`src/rtl/small_ip_pkg.sv`:
```
// Shared constants for the DC encoder: colour-space coefficients, JPEG DC
// Huffman prefix tables and the magnitude category helper.
package small_ip_pkg;

    localparam logic signed [17:0] Y_R  = 18'sd77;
    localparam logic signed [17:0] Y_G  = 18'sd150;
    localparam logic signed [17:0] Y_B  = 18'sd29;
    localparam logic signed [17:0] CB_R = -18'sd43;
    localparam logic signed [17:0] CB_G = -18'sd85;
    localparam logic signed [17:0] CB_B = 18'sd128;
    localparam logic signed [17:0] CR_R = 18'sd128;
    localparam logic signed [17:0] CR_G = -18'sd107;
    localparam logic signed [17:0] CR_B = -18'sd21;

    // Index 0 is the leftmost element, so entry k is the code for category k.
    localparam logic [0:11][10:0] LUMA_CODE = {
        11'd0, 11'd2, 11'd3, 11'd4, 11'd5, 11'd6,
        11'd14, 11'd30, 11'd62, 11'd126, 11'd254, 11'd510
    };
    localparam logic [0:11][3:0] LUMA_LEN = {
        4'd2, 4'd3, 4'd3, 4'd3, 4'd3, 4'd3,
        4'd4, 4'd5, 4'd6, 4'd7, 4'd8, 4'd9
    };
    localparam logic [0:11][10:0] CHROMA_CODE = {
        11'd0, 11'd1, 11'd2, 11'd6, 11'd14, 11'd30,
        11'd62, 11'd126, 11'd254, 11'd510, 11'd1022, 11'd2046
    };
    localparam logic [0:11][3:0] CHROMA_LEN = {
        4'd2, 4'd2, 4'd2, 4'd3, 4'd4, 4'd5,
        4'd6, 4'd7, 4'd8, 4'd9, 4'd10, 4'd11
    };

    // Bit length of an unsigned magnitude (0 for zero).
    function automatic logic [3:0] dc_category(input logic [11:0] mag);
        logic [3:0] cat;
        cat = 4'd0;
        for (int i = 0; i < 12; i++) begin
            if (mag[i]) cat = 4'(i + 1);
        end
        return cat;
    endfunction

endpackage

```
`src/rtl/dc_encoder.sv`:
```
// One colour component: block accumulator, rounded DC quantiser, DPCM against
// the previous block and JPEG DC Huffman packing, in three register stages.
module dc_encoder
    import small_ip_pkg::*;
#(
    parameter int Q         = 16,
    parameter bit IS_CHROMA = 1'b0
) (
    input  logic              clk_0,
    input  logic              rst,
    input  logic signed [8:0] sample,
    input  logic              first,
    input  logic              last,
    output logic [25:0]       code,
    output logic [4:0]        bits,
    output logic              sync
);

    localparam logic [15:0] HALF_STEP = 16'(4 * Q);
    localparam logic [15:0] STEP      = 16'(8 * Q);

    logic signed [14:0] acc_q, acc_d, sum_q, sum_d;
    logic               sum_v_q, sum_v_d;
    logic signed [10:0] prev_q, prev_d;
    logic signed [11:0] diff_q, diff_d;
    logic               diff_v_q, diff_v_d;
    logic [25:0]        code_q, code_d;
    logic [4:0]         bits_q, bits_d;
    logic               sync_q, sync_d;

    logic [14:0]        mag;
    logic [10:0]        quo;
    logic signed [10:0] q_val;
    logic [11:0]        diff_mag;
    logic [11:0]        suffix_src;
    logic [3:0]         cat;
    logic [10:0]        pre_code;
    logic [3:0]         pre_len;

    // Stage 1: the block total is captured together with the last sample.
    always_comb begin
        acc_d   = (first ? 15'sd0 : acc_q) + {{6{sample[8]}}, sample};
        sum_d   = sum_q;
        sum_v_d = last;
        if (last) sum_d = acc_d;
    end

    // Stage 2: round-half-away-from-zero on the magnitude, then DPCM.
    always_comb begin
        mag      = sum_q[14] ? $unsigned(-sum_q) : $unsigned(sum_q);
        quo      = 11'(({1'b0, mag} + HALF_STEP) / STEP);
        q_val    = sum_q[14] ? -$signed(quo) : $signed(quo);
        diff_d   = diff_q;
        prev_d   = prev_q;
        diff_v_d = sum_v_q;
        if (sum_v_q) begin
            diff_d = {q_val[10], q_val} - {prev_q[10], prev_q};
            prev_d = q_val;
        end
    end

    // Stage 3: prefix from the table, suffix is diff (or diff-1 when negative).
    always_comb begin
        diff_mag   = diff_q[11] ? $unsigned(-diff_q) : $unsigned(diff_q);
        suffix_src = diff_q[11] ? $unsigned(diff_q - 12'sd1) : $unsigned(diff_q);
        cat        = dc_category(diff_mag);
        pre_code   = IS_CHROMA ? CHROMA_CODE[cat] : LUMA_CODE[cat];
        pre_len    = IS_CHROMA ? CHROMA_LEN[cat] : LUMA_LEN[cat];
        code_d     = code_q;
        bits_d     = bits_q;
        sync_d     = diff_v_q;
        if (diff_v_q) begin
            code_d = ({15'd0, pre_code} << cat)
                   | ({14'd0, suffix_src} & ((26'd1 << cat) - 26'd1));
            bits_d = {1'b0, pre_len} + {1'b0, cat};
        end
    end

    always_ff @(posedge clk_0 or posedge rst) begin
        if (rst) begin
            acc_q    <= '0;
            sum_q    <= '0;
            sum_v_q  <= 1'b0;
            prev_q   <= '0;
            diff_q   <= '0;
            diff_v_q <= 1'b0;
            code_q   <= '0;
            bits_q   <= '0;
            sync_q   <= 1'b0;
        end else begin
            acc_q    <= acc_d;
            sum_q    <= sum_d;
            sum_v_q  <= sum_v_d;
            prev_q   <= prev_d;
            diff_q   <= diff_d;
            diff_v_q <= diff_v_d;
            code_q   <= code_d;
            bits_q   <= bits_d;
            sync_q   <= sync_d;
        end
    end

    assign code = code_q;
    assign bits = bits_q;
    assign sync = sync_q;

endmodule

```
`src/rtl/small_ip.sv`:
```
// RGB pixel stream to per-block JPEG DC codewords for Y, Cb and Cr.
// Blocks of 64 pixels arrive back to back; one pixel per clock.
module small_ip
    import small_ip_pkg::*;
#(
    parameter int QDC_Y = 16,
    parameter int QDC_C = 17
) (
    input  logic        clk_0,
    input  logic        rst,
    input  logic [7:0]  R_in,
    input  logic [7:0]  G_in,
    input  logic [7:0]  B_in,
    output logic [25:0] encoded_y,
    output logic [25:0] encoded_cb,
    output logic [25:0] encoded_cr,
    output logic [4:0]  encoded_y_bits,
    output logic [4:0]  encoded_cb_bits,
    output logic [4:0]  encoded_cr_bits,
    output logic        sync_y,
    output logic        sync_cb,
    output logic        sync_cr
);

    logic [5:0]         cnt_q, cnt_d;
    logic               first, last;
    logic signed [17:0] r_s, g_s, b_s;
    logic signed [17:0] y_sum, cb_sum, cr_sum;
    logic signed [8:0]  sample [3];
    logic [25:0]        enc_code [3];
    logic [4:0]         enc_bits [3];
    logic               enc_sync [3];

    always_comb begin
        r_s       = $signed({10'd0, R_in});
        g_s       = $signed({10'd0, G_in});
        b_s       = $signed({10'd0, B_in});
        y_sum     = Y_R * r_s + Y_G * g_s + Y_B * b_s;
        cb_sum    = CB_R * r_s + CB_G * g_s + CB_B * b_s;
        cr_sum    = CR_R * r_s + CR_G * g_s + CR_B * b_s;
        sample[0] = 9'(y_sum >>> 8) - 9'sd128;
        sample[1] = 9'(cb_sum >>> 8);
        sample[2] = 9'(cr_sum >>> 8);
        cnt_d     = cnt_q + 6'd1;
        first     = (cnt_q == 6'd0);
        last      = (cnt_q == 6'd63);
    end

    // Counter wraps 63 -> 0 on its own, so blocks are seamless.
    always_ff @(posedge clk_0 or posedge rst) begin
        if (rst) cnt_q <= '0;
        else     cnt_q <= cnt_d;
    end

    for (genvar gi = 0; gi < 3; gi++) begin : g_enc
        dc_encoder #(
            .Q         (gi == 0 ? QDC_Y : QDC_C),
            .IS_CHROMA (gi != 0)
        ) u_enc (
            .clk_0  (clk_0),
            .rst    (rst),
            .sample (sample[gi]),
            .first  (first),
            .last   (last),
            .code   (enc_code[gi]),
            .bits   (enc_bits[gi]),
            .sync   (enc_sync[gi])
        );
    end

    assign encoded_y       = enc_code[0];
    assign encoded_cb      = enc_code[1];
    assign encoded_cr      = enc_code[2];
    assign encoded_y_bits  = enc_bits[0];
    assign encoded_cb_bits = enc_bits[1];
    assign encoded_cr_bits = enc_bits[2];
    assign sync_y          = enc_sync[0];
    assign sync_cb         = enc_sync[1];
    assign sync_cr         = enc_sync[2];

endmodule

```
`config.mk`:
```
export PLATFORM = sky130hd
export DESIGN_NAME = small_ip
export DESIGN_NICKNAME = d
export VERILOG_FILES = /design/src/rtl/small_ip_pkg.sv /design/src/rtl/dc_encoder.sv /design/src/rtl/small_ip.sv
export SDC_FILE = /design/constraint.sdc
export NUM_CORES = 1
export LEC_CHECK = 0
export CAP_MARGIN = 20
export CORE_MARGIN = 2
export CORE_UTILIZATION = 57
export CTS_CLUSTER_DIAMETER = 120
export DETAILED_ROUTE_END_ITERATION = 7
export GPL_TIMING_DRIVEN = 0
export PLACE_DENSITY_LB_ADDON = 0.12
export REMOVE_ABC_BUFFERS = 1
export SLEW_MARGIN = 25
export SYNTH_ARGS = -nofsm -noshare
export SYNTH_HDL_FRONTEND = slang
export SYNTH_SLANG_ARGS = --single-unit
```
`constraint.sdc`:
```
create_clock -name clk_0 -period 9.3 [get_ports clk_0]
set_clock_uncertainty 0.05 [all_clocks]
set_input_delay 1.395 -clock clk_0 [delete_from_list [all_inputs] [get_ports clk_0]]
set_output_delay 1.395 -clock clk_0 [all_outputs]
set_load 0.01 [all_outputs]
```
==> flow_metrics.env, run 1 <==
export IMPL_gr_total_overflow=0
export IMPL_fin_nets=3684
export IMPL_via_count=22400
export IMPL_final_core_util=0.654
export IMPL_slowest_stage="fa_1"
export IMPL_io_pins=122
export IMPL_viasPerCell=5.85
export IMPL_cp_required_ns=9.69
export IMPL_max_slew_margin=0.317
export IMPL_p_leak_nw=14.6
export IMPL_dpl_hpwl_um=49000
export IMPL_gp_congestion=0.916
export IMPL_ctsHoldBuffers=0
export IMPL_rsz0062_at_grt="true"
export IMPL_setup_viol=0
export IMPL_crit_type="in -> reg"
export IMPL_crit_end="g_enc[0].u_enc.sum_q[14]"
export IMPL_antenna_found_initial=0
export IMPL_finalMaxSlewViolations=0
export IMPL_final_hold_viol_count=0
export IMPL_crit_buf_inv=5
export IMPL_layout_common_cells="371 x inv_1, 292 x ha_1, 251 x dfrtp_1, 211 x nor2_1, 183 x a21oi_1"
export IMPL_drive_above_1_share=0.122
export IMPL_cp_max_fo=8
export IMPL_grt_usage=0.258
export IMPL_routedWlPerCell_um=16.9
export IMPL_setup_worst_path_start_class="primary input"
export IMPL_clk_pin_slew_ns=0.06
export IMPL_drc_errors=0
export IMPL_tritoncts="yes"
export IMPL_syn_inst=3120
export IMPL_r2r_slack_ns=0.58
export IMPL_cp_arrival_ns=9.53
export IMPL_cp_common_cell="o21a_1"
export IMPL_synth_edf_count=0
export IMPL_dieArea_um2=50600
export IMPL_rr_endpoint="g_enc[2].u_enc.diff_q[10]"
export IMPL_maxCapViolations=0
export IMPL_ir_worst_vdd_mv=0.608
export IMPL_min_period_over_period=0.983
export IMPL_yosysWarnings=0
export IMPL_cts_sinks=257
export IMPL_max_stage_delay_ns=0.56
export IMPL_grt_max_degree=100
export IMPL_timing_rr_start="g_enc[2].u_enc.sum_q[1]"
export IMPL_reg2reg_depth=31
export IMPL_dr_pass1_iters=5
export IMPL_htree_levels=1
export IMPL_syn_cell_area_um2=27800
export IMPL_first_iter_violations=1180
export IMPL_diodes=0
export IMPL_floorplan_rows=80
export IMPL_seq_area_frac_synth=0.231
export IMPL_nFillCells=3965
export IMPL_synthToLayoutAreaGrowth_pct=12.7
export IMPL_synth_async_sr_flop_share=1.00
export IMPL_cts_root_buf="clkbuf_16"
export IMPL_routed_wl_um=64800
export IMPL_hold_path_class="reg -> reg"
export IMPL_tightest_slew_ns=1.02
export IMPL_grt_pass1_wl_um=110000
export IMPL_grt_pass1_vias=22500
export IMPL_portBuffers=119
export IMPL_antenna_left=0
export IMPL_dieHeight_um=225
export IMPL_syn_avg_cell_area_um2=8.92
export IMPL_layout_commonest_cell="inv_1"
export IMPL_cp_depth=39
export IMPL_die_x_um=225
export IMPL_p_per_area_nw_per_um2=306
export IMPL_core_area_um2=47900
export IMPL_synth_cell_types=119
export IMPL_initial_core_util=0.580
export IMPL_max_clock_path_buffers=3
export IMPL_fmax_mhz=109
export IMPL_numCtsBuffers=30
export IMPL_fin_setup_tns_ns=0
export IMPL_startpoint="G_in[1]"
export IMPL_fin_hold_ws_ns=0.425
export IMPL_synthFlopType="dfrtp_1"
export IMPL_crit_family="adder cells"
export IMPL_period_needed_ns=9.15
export IMPL_crit_path_end_kind="register"
export IMPL_status="complete, no violations"
export IMPL_clock_latency_ns=0.56
export IMPL_synth_seq_cells=257
==> cells by family after synthesis <==
kind of cell	share of synthesized area
adder cells (fa/ha/maj)	0.257
flip-flops	0.231
other	0.000135
AO/OA/AOI/OAI	0.174
AND/OR/NAND/NOR	0.148
multiplexers	0.0400
XOR/XNOR	0.0765
buffers and inverters	0.0728
==> worst min path at each step <==
stage / start / end / slack [ns] / depth (start not counted)
floorplan: g_enc[1].u_enc.prev_q[5] / g_enc[1].u_enc.prev_q[5] / 0.40 / 2
global placement: g_enc[0].u_enc.code[4] / g_enc[0].u_enc.code[4] / 0.41 / 1
detailed placement: g_enc[2].u_enc.code[16] / g_enc[2].u_enc.code[16] / 0.42 / 1
CTS: g_enc[2].u_enc.code[16] / g_enc[2].u_enc.code[16] / 0.43 / 1
global route: g_enc[1].u_enc.bits[4] / g_enc[1].u_enc.bits[4] / 0.44 / 1
finish: g_enc[0].u_enc.code[14] / g_enc[0].u_enc.code[14] / 0.43 / 1
==> cell type report <==
cell class | instances | area [um^2] | area share
repair buffers | 163 | 1600 | 0.0509
clock inverters | 9 | 67.6 | 0.00215
inverters | 392 | 1490 | 0.0476
well taps | 615 | 769 | 0.0245
clock buffers | 45 | 908 | 0.0290
flip-flops and latches | 257 | 6450 | 0.206
multi-input cells | 2340 | 20100 | 0.640
==> metrics by stage <==
step                cell area, um^2  std cells  worst slack, ns  power, mW
finish                        31400       3821            0.155       9.58
global route                  31400       3821           -0.205       10.7
CTS                           30500       3792           -0.162       9.12
detailed placement            29400       3734            -2.33       7.81
global placement              29200       3723            -2.43       7.56
floorplan                     27300       2989           -0.524       6.50
==> timing repair <==
| item | in CTS | in global routing |
|---|---|---|
| endpoints found under the hold margin | 0 | 0 |
| gates cloned | 0 | 0 |
| resized for setup | 75 | 154 |
| pin swaps | 2 | 52 |
| setup endpoints to repair | 28 | 25 |
| buffers inserted | 4 | 29 |
==> Yosys cell counts, types with 6 or more instances <==
| cell type | instances | area share |
|---|---|---|
| inv_1 | 389 | 0.052 |
| ha_1 | 312 | 0.14 |
| dfrtp_1 | 257 | 0.23 |
| nor2_1 | 216 | 0.029 |
| a21oi_1 | 196 | 0.035 |
| nand2_1 | 171 | 0.023 |
| fa_1 | 162 | 0.12 |
| xnor2_1 | 162 | 0.051 |
| o21ai_0 | 134 | 0.024 |
| clkbuf_1 | 92 | 0.012 |
| mux2_2 | 90 | 0.036 |
| nor2b_1 | 84 | 0.019 |
| nor3_1 | 74 | 0.013 |
| xor2_1 | 70 | 0.022 |
| nand3_1 | 61 | 0.011 |
| o21bai_1 | 52 | 0.014 |
| o21a_1 | 46 | 0.012 |
| a21o_1 | 29 | 0.0078 |
| nand2b_1 | 27 | 0.0061 |
| a31oi_1 | 24 | 0.0054 |
| and2_1 | 23 | 0.0052 |
| or3_1 | 23 | 0.0052 |
| o211ai_1 | 22 | 0.0059 |
| nor4_1 | 21 | 0.0047 |
| a211oi_1 | 19 | 0.0051 |
| and3_1 | 18 | 0.0040 |
| o31ai_1 | 18 | 0.0049 |
| buf_1 | 17 | 0.0023 |
| nand4_1 | 15 | 0.0034 |
| buf_2 | 13 | 0.0023 |
| a22oi_1 | 12 | 0.0032 |
| o21ai_1 | 12 | 0.0022 |
| o22ai_1 | 11 | 0.0025 |
| mux2i_1 | 10 | 0.0036 |
| or2_2 | 10 | 0.0022 |
| buf_4 | 9 | 0.0024 |
| o211a_1 | 9 | 0.0032 |
| or4_1 | 8 | 0.0022 |
| nand3b_1 | 7 | 0.0019 |
| nor3_2 | 7 | 0.0025 |
| o31a_1 | 7 | 0.0022 |
| o41ai_1 | 7 | 0.0022 |
| a211o_1 | 6 | 0.0019 |
| nor3b_1 | 6 | 0.0016 |
| o221ai_1 | 6 | 0.0019 |
==> where the power goes <==
part	internal, mW	switching [mW]	leakage (nW)
clock network	0.675	0.485	0.484
registers	1.36	0.0201	3.42
logic	3.26	3.79	10.7
==> per-layer routing <==
| layer | track usage | up-vias | part of all wire |
|---|---|---|---|
| met5 | 0 | - | 0 |
| li1 | - | 10900 | - |
| met3 | 0.0245 | 96 | 0.031 |
| met2 | 0.436 | 413 | 0.48 |
| met1 | 0.361 | 11000 | 0.47 |
| met4 | 0.0558 | 0 | 0.021 |
==> sequential cells by signal, summed over array words and instances (netlist names), 6 cells and up <==
signal / flops
g_enc.u_enc.code: 74
cnt_q: 6
g_enc.u_enc.diff_q: 36
g_enc.u_enc.bits: 15
g_enc.u_enc.prev_q: 33
g_enc.u_enc.acc_q: 45
g_enc.u_enc.sum_q: 45
==> worst register-to-register path: cells and delay by family, from the launching register on <==
family,cells,cell delay [ns]
AOI/OAI and AO/OA,16,3.56
and+or+nand+nor,6,1.99
adders and majority gates,3,1.01
muxes,3,0.98
xor gates and xnor gates,2,0.50
DFF,1,0.45
buffers and inverters,1,0.09
No activity file was read; power rests on OpenSTA's default activity.
==> run 2, diff against run 1 <==
--- a/config.mk
+++ b/config.mk
@@ -6,6 +6,7 @@
 export NUM_CORES = 1
 export LEC_CHECK = 0
 export CAP_MARGIN = 20
+export CORE_ASPECT_RATIO = 1.4
 export CORE_MARGIN = 2
 export CORE_UTILIZATION = 57
 export CTS_CLUSTER_DIAMETER = 120
==> run 2 against run 1 <==
Compared with the run above: largest power group unchanged; flip-flop and latch count unchanged; maximum frequency down 0.15%; total power is essentially flat; largest cell class unchanged; setup slack worse by 0.013 ns; final area is 0.60% higher; final cell count increased by 0.52%; hold slack improved by 0.0076 ns.
==> flow_metrics.env, run 2 (synthesis gave the netlist of run 1 again) <==
export IMPL_status="complete, no violations"
export IMPL_final_core_util=0.655
export IMPL_setup_worst_path_start_class="primary input"
export IMPL_diodes=0
export IMPL_cp_required_ns=9.71
export IMPL_routedWlPerCell_um=17.2
export IMPL_cts_sinks=257
export IMPL_fin_nets=3688
export IMPL_grt_max_degree=98
export IMPL_max_clock_path_buffers=3
export IMPL_largest_register_ffs=74
export IMPL_viasPerCell=5.81
export IMPL_wl_met1_um=26500
export IMPL_gp_congestion=0.919
export IMPL_dpl_instance_area_um2=29500
export IMPL_dpl_hpwl_um=51000
export IMPL_grt_pass1_wl_um=112000
export IMPL_antenna_left=0
export IMPL_timing_rr_start="g_enc[2].u_enc.sum_q[0]"
export IMPL_hold_path_class="reg -> reg"
export IMPL_wl_met3_um=1650
export IMPL_tightest_slew_ns=0.940
export IMPL_p_leak_nw=14.7
export IMPL_gr_total_overflow=0
export IMPL_fmax_mhz=109
export IMPL_initial_core_util=0.578
export IMPL_floorplan_rows=95
export IMPL_routed_wl_um=66200
export IMPL_antenna_found_initial=0
export IMPL_drive_above_1_share=0.125
export IMPL_cp_max_fo=10
export IMPL_min_period_over_period=0.985
export IMPL_maxCapViolations=0
export IMPL_top_layer="met4"
export IMPL_drc_errors=0
export IMPL_min_from="g_enc[1].u_enc.code[14]"
export IMPL_ir_worst_vdd_mv=0.575
export IMPL_clock_latency_ns=0.58
export IMPL_first_iter_violations=881
export IMPL_dpl_cell_count=3750
export IMPL_slowest_stage="fa_1"
export IMPL_layout_common_cells="374 x inv_1, 291 x ha_1, 251 x dfrtp_1, 210 x nor2_1, 180 x a21oi_1"
export IMPL_clk_pin_slew_ns=0.06
export IMPL_layout_commonest_cell="inv_1"
export IMPL_p_per_area_nw_per_um2=304
export IMPL_finalMaxSlewViolations=0
export IMPL_final_hold_viol_count=0
export IMPL_numCtsBuffers=29
export IMPL_setup_viol=0
export IMPL_final_cell_area_um2=31500
export IMPL_fin_setup_tns_ns=0
export IMPL_die_x_um=191
export IMPL_grt_usage=0.266
export IMPL_tritoncts="yes"
export IMPL_via_count=22300
export IMPL_max_stage_delay_ns=0.53
export IMPL_wl_met2_um=35400
export IMPL_instances_no_fill=3841
export IMPL_r2r_slack_ns=0.44
export IMPL_hold_path_depth=1
export IMPL_dieHeight_um=265
export IMPL_period_needed_ns=9.16
export IMPL_htree_levels=1
export IMPL_rsz0062_at_grt="true"
export IMPL_fin_hold_ws_ns=0.433
export IMPL_portBuffers=119
export IMPL_dr_pass1_iters=5
export IMPL_grt_pass1_vias=23600
export IMPL_reg2reg_depth=31
export IMPL_whs_endpoint="g_enc[1].u_enc.code[14]"
export IMPL_synthToLayoutAreaGrowth_pct=13.4
export IMPL_max_slew_margin=0.371
export IMPL_crit_type="in -> reg"
export IMPL_dieArea_um2=50600
export IMPL_crit_path_end_kind="register"
export IMPL_cts_root_buf="clkbuf_16"
export IMPL_rr_endpoint="g_enc[2].u_enc.diff_q[10]"
export IMPL_io_pins=122
export IMPL_core_area_um2=48100
export IMPL_cp_arrival_ns=9.57
export IMPL_ctsHoldBuffers=0
[run 2: cell types whose count changed in the layout (fill, tap and decap cells not counted), sizes merged, moves of 2 or more]
cell | before | now
buf | 52 | 56
clkdlybuf4s15 | 0 | 2
dlymetal6s2s | 5 | 3
bufinv | 0 | 3
clkbuf | 52 | 48
[run 2: per-layer routing]
layer / up-vias / GRT usage
li1: 10900 / -
met1: 10900 / 0.304
met2: 377 / 0.513
met3: 143 / 0.0232
met4: 0 / 0.0934
met5: - / 0
[run 2: area by class of cell]
cell class | count | area (um^2)
multi-input combinational | 2340 | 20100
fill | 3994 | 16600
sequential | 257 | 6450
timing repair buffer | 168 | 1650
inverter | 392 | 1490
clock buffer | 40 | 847
tap | 630 | 788
clock inverter | 14 | 183
[run 2: how the worst max path moves through the flow]
stage / from / slack, ns / depth (start not counted) / end
after floorplan: G_in[4] / -0.52 / 38 / g_enc[0].u_enc.sum_q[14]
after global placement: G_in[4] / -2.40 / 39 / g_enc[0].u_enc.sum_q[14]
after detailed placement: G_in[4] / -2.52 / 39 / g_enc[0].u_enc.sum_q[14]
after CTS: G_in[7] / -0.06 / 37 / g_enc[0].u_enc.sum_q[14]
after global routing: G_in[4] / -0.19 / 40 / g_enc[0].u_enc.sum_q[14]
final: G_in[6] / 0.14 / 39 / g_enc[0].u_enc.sum_q[14]
[run 2: through the flow]
stage               setup slack (ns)  power, mW
floorplan                     -0.524       6.50
global placement               -2.40       7.52
detailed placement             -2.52       7.82
CTS                          -0.0620       9.25
global route                  -0.189       10.8
finish                         0.141       9.58
[run 2: power breakdown]
part           switching [mW]  internal (mW)  total [mW]  leakage [nW]
clock network           0.491          0.726        1.22         0.515
logic                    3.77           3.21        6.98          10.7
registers              0.0195           1.36        1.38          3.42
total                    4.28           5.29        9.58          14.7
[run 2: worst max-delay path: cells and delay by family]
kind | cells | cell delay (ns)
compound gates | 12 | 2.18
buf+inv | 7 | 0.42
xor+xnor | 4 | 0.62
simple gates | 4 | 0.40
mux | 1 | 0.26
fa+ha+maj | 11 | 4.26
[run 2: timing repair]
| action | 4_1_cts | 5_1_grt |
|---|---|---|
| gates resized for setup | 86 | 150 |
| pin swaps | 11 | 53 |
| endpoints found under the setup margin | 30 | 25 |
| setup buffers | 9 | 28 |
